$ cat config.mk
export PLATFORM = sky130hd
export DESIGN_NAME = adder_scheduler
export DESIGN_NICKNAME = d
export VERILOG_FILES = /design/src/rtl/adder_scheduler.sv
export SDC_FILE = /design/constraint.sdc
export NUM_CORES = 1
export LEC_CHECK = 0
export ABC_AREA = 1
export CAP_MARGIN = 20
export CORE_MARGIN = 2
export CORE_UTILIZATION = 39
export CTS_CLUSTER_SIZE = 10
export DETAILED_ROUTE_END_ITERATION = 10
export PLACE_DENSITY = 0.85
export SLEW_MARGIN = 20
export SYNTH_ARGS = -nofsm -noshare
export SYNTH_HDL_FRONTEND = slang
export SYNTH_SLANG_ARGS = --single-unit
$ cat constraint.sdc
create_clock -name clk -period 1.84 [get_ports clk]
set_input_delay 0.368 -clock clk [delete_from_list [all_inputs] [get_ports clk]]
set_output_delay 0.368 -clock clk [all_outputs]
set_load 0.005 [all_outputs]
$ cat src/rtl/adder_scheduler.sv
// Round-robin scheduler sharing one registered adder among NREQ requesters.
// One operation in flight; the result is returned tagged with the requester index.
module adder_scheduler #(
    parameter int WIDTH = 8,
    parameter int NREQ  = 4,
    parameter int LAT   = 1
) (
    input  logic                       clk,
    input  logic                       rst_n,
    input  logic [NREQ-1:0]            req_valid,
    output logic [NREQ-1:0]            req_ready,
    input  logic [NREQ*WIDTH-1:0]      req_a,
    input  logic [NREQ*WIDTH-1:0]      req_b,
    output logic [WIDTH-1:0]           add_a,
    output logic [WIDTH-1:0]           add_b,
    input  logic [WIDTH-1:0]           add_sum,
    output logic                       rsp_valid,
    input  logic                       rsp_ready,
    output logic [$clog2(NREQ)-1:0]    rsp_id,
    output logic [WIDTH-1:0]           rsp_sum,
    output logic [15:0]                ops_done
);

    // state  | meaning
    // IDLE   | arbitrate among requesters, accept one operand pair
    // WAIT   | count down the adder register latency
    // SAMPLE | capture add_sum and the owner index into the response regs
    // RESP   | hold the response until rsp_ready
    localparam logic [1:0] S_IDLE   = 2'd0;
    localparam logic [1:0] S_WAIT   = 2'd1;
    localparam logic [1:0] S_SAMPLE = 2'd2;
    localparam logic [1:0] S_RESP   = 2'd3;

    localparam int IDW = $clog2(NREQ);
    localparam int CW  = (LAT > 1) ? $clog2(LAT) : 1;

    logic [1:0]       state;
    logic [IDW-1:0]   ptr;
    logic [IDW-1:0]   id;
    logic [CW-1:0]    cnt;
    logic [WIDTH-1:0] opa;
    logic [WIDTH-1:0] opb;

    logic             grant_found;
    logic [IDW-1:0]   grant;
    logic [IDW-1:0]   idx;
    logic [WIDTH-1:0] sel_a;
    logic [WIDTH-1:0] sel_b;

    // Search starts one past the last winner so every requester gets a turn.
    always_comb begin
        grant_found = 1'b0;
        grant       = '0;
        idx         = '0;
        for (int k = 1; k <= NREQ; k++) begin
            idx = IDW'((int'(ptr) + k) % NREQ);
            if (!grant_found && req_valid[idx]) begin
                grant_found = 1'b1;
                grant       = idx;
            end
        end
    end

    always_comb begin
        sel_a = '0;
        sel_b = '0;
        for (int i = 0; i < NREQ; i++) begin
            if (grant == IDW'(i)) begin
                sel_a = req_a[i*WIDTH +: WIDTH];
                sel_b = req_b[i*WIDTH +: WIDTH];
            end
        end
    end

    always_comb begin
        req_ready = '0;
        if (rst_n && (state == S_IDLE) && grant_found) begin
            req_ready[grant] = 1'b1;
        end
    end

    assign add_a = opa;
    assign add_b = opb;

    always_ff @(posedge clk) begin
        if (!rst_n) begin
            state     <= S_IDLE;
            ptr       <= IDW'(NREQ - 1);
            opa       <= '0;
            opb       <= '0;
            id        <= '0;
            cnt       <= '0;
            rsp_sum   <= '0;
            rsp_id    <= '0;
            rsp_valid <= 1'b0;
            ops_done  <= '0;
        end else begin
            case (state)
                S_IDLE: begin
                    if (grant_found) begin
                        opa   <= sel_a;
                        opb   <= sel_b;
                        id    <= grant;
                        ptr   <= grant;
                        cnt   <= CW'(LAT - 1);
                        state <= S_WAIT;
                    end
                end
                S_WAIT: begin
                    if (cnt == '0) begin
                        state <= S_SAMPLE;
                    end else begin
                        cnt <= cnt - 1'b1;
                    end
                end
                S_SAMPLE: begin
                    rsp_sum   <= add_sum;
                    rsp_id    <= id;
                    rsp_valid <= 1'b1;
                    state     <= S_RESP;
                end
                S_RESP: begin
                    if (rsp_ready) begin
                        rsp_valid <= 1'b0;
                        if (ops_done != 16'hFFFF) begin
                            ops_done <= ops_done + 16'd1;
                        end
                        state <= S_IDLE;
                    end
                end
                default: state <= S_IDLE;
            endcase
        end
    end

endmodule

# Word-level counts from Yosys, hierarchy flattened

Cells that the tools add are included.

Output and inout port bits: 47
Bits in registers: 50
Input bits: 79

Reduce and logical (&&, ||, !) cells: 18
Add/sub/neg operators: 6
Order comparisons: 6
Multiplexer cells: 36
Equal/unequal tests: 10

Operator list:

| cell                                                                                 | number |
|---|---|
| 8-bit two-way mux                                                                    | 8 |
| 16-bit by 1-bit adder with 16-bit output (second input constant)                     | 1 |
| 16-bit inequality test (second input constant)                                       | 1 |
| 2-bit by 3-bit < comparator with 1-bit output (second input constant)                | 5 |
| 2-bit two-way mux                                                                    | 7 |
| 1-bit two-way mux                                                                    | 12 |
| 1-bit binary-select mux with 2-bit select                                            | 4 |
| 2-bit == test (second input constant)                                                | 4 |
| 2-bit one-hot mux with 4 select lines                                                | 1 |
| 1-bit logical AND                                                                    | 6 |
| 2-bit inequality test (second input constant)                                        | 3 |
| 2-bit AND reduction                                                                  | 3 |
| 3-bit AND reduction                                                                  | 2 |
| 2-bit by 1-bit adder with 2-bit output (second input constant)                       | 2 |
| 2-bit adder (second input constant)                                                  | 2 |
| 2-bit by 1-bit == test with 1-bit output (second input constant)                     | 2 |
| 2-bit zero test                                                                      | 2 |
| 4-bit two-way mux                                                                    | 1 |
| 1-bit one-hot mux with 2 select lines                                                | 2 |
| 2-bit nonzero test                                                                   | 2 |
| 1-bit zero test                                                                      | 3 |
| 1-bit demux with 2-bit select                                                        | 1 |
| 2-bit by 1-bit greater-or-equal comparator with 1-bit output (second input constant) | 1 |
| 1-bit subtractor (second input constant)                                             | 1 |

# Logic depth before layout (Yosys ltp)

Word-level depth: 18
Gate-level depth with buffers: 16
Gate-level depth less buffers: 14

# Least setup slack after synthesis

OpenSTA, ideal clock, no wires.

Path kind: register -> output
From: reg ptr[0]
To: out req_ready[1]
Arrival: 1.636 ns
Cell stages (with the launch flop): 13
Required time: 1.472 ns
Path buffers: 3
Setup slack: -0.164 ns
Cells stage by stage: dfxtp_1 buf_4 nand2_1 nand2_1 nand2_1 nand2_2 nor2_8 nand3_1 nand3_2 buf_6 buf_4 inv_1 nor3_1

Longest elaborated chain between the ends: 18
Elaborated cells between the ends (all ways): 33
Those cells by class: 4 x add/sub; 2 x order compare; 19 x mux; 8 x reduce/logical

Ends and longest elaborated chain:

| item                                                                                                                                                | line | source |
|---|---|---|
| start, declared                                                                                                                                     | 38   | `logic [IDW-1:0] ptr;` |
| start signal, assigned                                                                                                                              | 88   | `ptr <= IDW'(NREQ - 1);` |
| start signal, assigned                                                                                                                              | 104  | `ptr <= grant;` |
| 2-bit by 1-bit adder with 2-bit output                                                                                                              | 56   | `idx = IDW'((int'(ptr) + k) % NREQ);` |
| 1-bit binary-select mux with 2-bit select                                                                                                           | 57   | `if (!grant_found && req_valid[idx]) begin` |
| 1-bit two-way mux (not written as such)                                                                                                             | 57   |  |
| 1-bit two-way mux                                                                                                                                   | 57   |  |
| 1-bit zero test                                                                                                                                     | 57   |  |
| 1-bit logical AND                                                                                                                                   | 57   |  |
| 1-bit two-way mux                                                                                                                                   | 57   |  |
| 1-bit zero test                                                                                                                                     | 57   |  |
| [2 not listed]                                                                                                                                      | -    |  |
| 1-bit zero test                                                                                                                                     | 57   |  |
| 1-bit logical AND                                                                                                                                   | 57   |  |
| 2-bit two-way mux                                                                                                                                   | 57   |  |
| 2-bit by 3-bit < comparator with 1-bit output (not written as such) or 2-bit by 1-bit greater-or-equal comparator with 1-bit output (tied branches) | 78   | `req_ready[grant] = 1'b1;` |
| 1-bit logical AND (not written as such)                                                                                                             | 78   |  |
| 1-bit two-way mux (not written as such)                                                                                                             | 78   |  |
| 1-bit demux with 2-bit select                                                                                                                       | 78   |  |
| 4-bit two-way mux (*)                                                                                                                               | 77   | `if (rst_n && (state == S_IDLE) && grant_found) begin` |
| end, declared                                                                                                                                       | 11   | `output logic [NREQ-1:0] req_ready,` |

Every way passes the cells marked *; elsewhere a longest branch is shown, timed or not. The select of a mux whose other input is x is not followed.

# Worst setup path after layout

From: reg ptr[0]
To: out req_ready[2]

Same word-level chain as after synthesis.

==> impl.org <==
** Status
- Run status :: finished, violations left
- The checks that failed: negative setup slack.

** Min path
- Hold/Removal Path Class :: flop to flop
- The worst hold path passes through 2 cells.

** Logic synthesis
- Counting every instance in the synthesized netlist gives about 440.
- Of the total synthesized cell area, the portion taken by XOR and XNOR cells is approximately 1.5%.
- Post-synthesis share of cell area spent on and, or, nand and nor gates :: between 40% and 50%
- Synthesis Warnings :: 0
- Synth Net Count :: ~520
- Number of synthesized register bits :: 49
- In this run the cell area of the synthesized design comes to 0.002930 sq mm.
- Adder-cell share of the synthesized area :: roughly 1.7%
- The most common cell in the synthesized netlist is sky130_fd_sc_hd__nand2_1.
- Counting distinct cell types in the post-synthesis netlist gives 37.
- For this run, the leading register cell type out of synthesis is sky130_fd_sc_hd__dfxtp_1.
- Ranked by total cell area, the synthesized netlist is headed by sky130_fd_sc_hd__dfxtp_1 (33%), sky130_fd_sc_hd__nand2_1 (13%), sky130_fd_sc_hd__nand3_1 (8.5%).
- Of all flip-flops after synthesis, the portion carrying an async set or reset was 0%.
- Average cell area after synthesis :: 6.690 sq um
- The synthesized netlist devotes about 11% of its cell area to compound gates.
- Combinational family with the most area after synthesis :: simple AND/OR/NAND/NOR gates
- sky130_fd_sc_hd__dfxtp_1 takes more of the synthesized area than any other cell.
- The share of synthesized area in the top cell type comes to 33.48%.
- Proportion of synthesized area in mux cells :: 0%
- Count of flip-flops with a built-in enable after synthesis :: 0
- Ranked by instance count, the synthesized netlist is headed by sky130_fd_sc_hd__nand2_1 (101), sky130_fd_sc_hd__nor2_1 (54), sky130_fd_sc_hd__nand3_1 (50), sky130_fd_sc_hd__dfxtp_1 (49), sky130_fd_sc_hd__inv_1 (32).
- Sequential elements use between 30% and 40% of the synthesized area.

** STA
- Of the available clock period, the critical path in the final layout requires 126.6%.
- Number of pins exceeding their max-slew limit in the final report :: 0
- Worst clock skew :: around 3.7 ps
- Setup repair after global routing could not meet its margin everywhere.
- Final setup violating endpoints :: 22
- Final setup TNS :: -7606 ps
- Min Clock Period, post-route :: between 2000 and 2500 ps
- Min setup slack post-route :: -489.9 ps
- Transition time at the pin with the least slew margin :: 503.6 ps
- The worst pin sits at a relative slew slack of between 60% and 70%.
- Maximum operating frequency :: approximately 0.43 GHz
- Number of hold violations in the final report :: 0

** Floorplanning
- Standard-cell row count :: 31
- X dimension of the die :: approximately 91 um
- In this run the vertical extent of the chip is about 91 um.
- The core region is 0.007253 sq mm.
- In this run the count of I/O pins placed on the die edge is about 130.
- Effective utilization at floorplan :: between 40% and 50%
- Die ar. :: 0.008223 sq mm

** CTS
- Total clock sinks :: 49
- After clock tree synthesis, the clock-pin slew on the worst setup and hold paths is about 90 ps.
- TritonCTS built the clock tree.
- CTS built an H-tree with a depth of 2.
- Number of CTS-inserted buffers :: 5
- Buffers inserted to repair hold after CTS numbered 0.
- The tree is rooted in a sky130_fd_sc_hd__clkbuf_8.
- The clock reaches the later pin of the worst-skew pair after around 300 ps.
- In this run the deepest clock path goes through 2 buffers.

** Detailed routing
- Total via count after detailed routing :: 3569
- The first routing iteration left 122 violations.
- Detailed-routing iteration count for the pre-antenna-repair pass :: 4
- Final wirelength :: 9469 um
- Per-cell routed wire length :: roughly 13 um
- Number of antenna-violating nets in the routed design :: 0
- Routed via count divided by cell count :: between 5 and 6
- For this run, design rule violations remaining after detail routing come to 0.

** Critical path
- Of all nets on the critical path, the largest fanout is 5.
- The slowest stage of the critical path is the sky130_fd_sc_hd__dfxtp_4 cell.
- Type of destination of the critical path :: primary output
- STA puts the critical path data required time at approximately 1500 ps.
- Logic depth of the worst register-to-register path :: 16
- The number of buffers and inverters on the critical path is 5.
- Maximum single-stage delay on the critical path :: between 300 and 400 ps
- Class of the most critical setup path :: flop to primary output
- In this run the number of cells on the critical path is 13.
- By instance count, the cell type seen most on the critical path is sky130_fd_sc_hd__nand2_4.
- Grouping stages by cell kind, the critical path spends the most delay in simple AND/OR/NAND/NOR gates.
- Series of cell instances along the critical path :: buf_6 -> nand2_4 -> nand2_4 -> nand2_4 -> nand2_8 -> nor2_8 -> buf_12 -> nand3b_1 -> nand2_4 -> buf_6 -> inv_6 -> nor3_4 -> buf_2
- The worst setup path is launched from a flop.
- Critical path data arrival time :: slightly below 2000 ps

** GRT
- Global routing consumed, on the met1 layer, ~25% of the routing resources.
- Number of global-route vias before repair :: 3500
- The first global-routing pass estimated 15290 um of wire.
- Global routing finished with a remaining overflow of 0.
- Global routing consumed, on the met3 layer, under 10% of the routing resources.
- The number of antenna violations at the first check in global routing is 0.
- Global routing used between 20% and 30% of the available tracks.
- GR peak layer :: met2
- Entering global routing, the biggest net connects 38 pins.
- Met2 capacity usage during global routing :: between 40% and 50%

** Finish
- In the final layout, the share of cells above drive strength 1 is between 20% and 30%.
- At the end of the flow, the number of nets in the layout was ~690.
- The layout has a little under 600 filler cells.
- Final cell count without fillers :: between 700 and 800
- The number of antenna diodes in the final layout is 0.
- Area added between synthesis and finish :: 72.97%

** Place
- Once detailed placement completed, the half-perimeter wirelength came to roughly 7000 um.
- Pre-CTS setup slack :: -982.6 ps
- Number of buffer cells added on primary ports :: 125
- Inst Count DP :: roughly 690
- At the end of routability-driven placement, the weighted congestion stood at 0.9285.

** Job
- The tool flagged a number of max-cap violations equal to 0.

** Power
- Post-route total power :: ~0.008 W
- In this run the power density over the cells is between 1500 and 2000 mW/mm^2.
- Worst ir drop on vdd :: 1.096 mV
- Standby leakage power :: ~2.1 nW
==> report_power, final <==
part | switching, W | internal (W) | leakage, nW
clock network | 0.000371 | 0.000348 | 0.0549
registers | 0.000181 | 0.00134 | 0.401
logic | 0.00322 | 0.00276 | 1.69
total | 0.00377 | 0.00445 | 2.14
==> worst reg2reg max path, delay by kind of cell (launching register included) <==
| kind | cells | cell delay [ps] |
|---|---|---|
| buffers and inverters | 5 | 700 |
| and+or+nand+nor | 10 | 910 |
| AOI/OAI and AO/OA | 1 | 180 |
| DFF | 1 | 390 |
==> what timing repair did <==
| action | 4_1_cts | 5_1_grt |
|---|---|---|
| gates resized for setup | 53 | 40 |
| setup buffers | 8 | 0 |
| pin swaps | 19 | 10 |
| endpoints found under the setup margin | 31 | 31 |
| cloned | 1 | 1 |
==> kinds of logic (layout without fill, tap and decap cells) <==
family,Yosys count,count (layout)
simple gates,262,263
compound gates,61,61
buf+inv,57,229
flops,49,49
xor+xnor,5,5
fa+ha+maj,4,4
==> state kept, by name (all words and copies together) (netlist names) <==
signal and cells:
ptr 2, rsp_id 2, id 2, add_a 8
add_b 8, ops_done 16, state 2, rsp_sum 8
rsp_valid 1
==> stage by stage <==
| stage | hold WS [ps] | instance area [sq um] | utilization (%) |
|---|---|---|---|
| floorplan | 445.7 | 2998 | - |
| global placement | 452.4 | 4627 | 63.79 |
| detailed placement | 459.2 | 4627 | 63.79 |
| CTS | 472.4 | 4886 | 67.36 |
| global route | 500.7 | 5069 | 69.88 |
| finish | 476.9 | 5069 | 69.88 |
==> per-layer routing <==
| layer | wire length (um) | vias up |
|---|---|---|
| met5 | 0 | - |
| met1 | 3837 | 1625 |
| met4 | 170 | 0 |
| met3 | 611 | 20 |
| li1 | - | 1786 |
| met2 | 4850 | 138 |
==> cells in the final DEF (no fill, tap or decap), types with 17 or more instances in the layout <==
cell	instances
sky130_fd_sc_hd__clkdlybuf4s50_1	117
sky130_fd_sc_hd__nand2_1	78
sky130_fd_sc_hd__nor2_1	52
sky130_fd_sc_hd__nand3_1	47
sky130_fd_sc_hd__dfxtp_1	47
sky130_fd_sc_hd__buf_4	45
sky130_fd_sc_hd__inv_1	29
sky130_fd_sc_hd__o21ai_0	28
sky130_fd_sc_hd__nand2_2	22
sky130_fd_sc_hd__a21oi_1	20
sky130_fd_sc_hd__nand2_4	17
==> final timing paths <==
check	from	to	slack (ps)
hold reg to reg	add_b[1]	add_b[1]	480
hold / removal	add_b[1]	add_b[1]	480
setup reg to reg	ptr[0]	add_b[6]	-400
setup / recovery	ptr[0]	req_ready[2]	-490
==> final cells by class <==
cell class | instances | area [sq um] | share of cell area, %
multi-input cells | 333 | 1922 | 37.92
repair buffers | 184 | 1783 | 35.18
flip-flops and latches | 49 | 985.9 | 19.45
inverters | 37 | 148.9 | 2.938
well taps | 99 | 123.9 | 2.444
clock buffers | 7 | 96.34 | 1.901
clock inverters | 1 | 8.758 | 0.1728
Note: power is estimated with default switching activity, not from simulation.
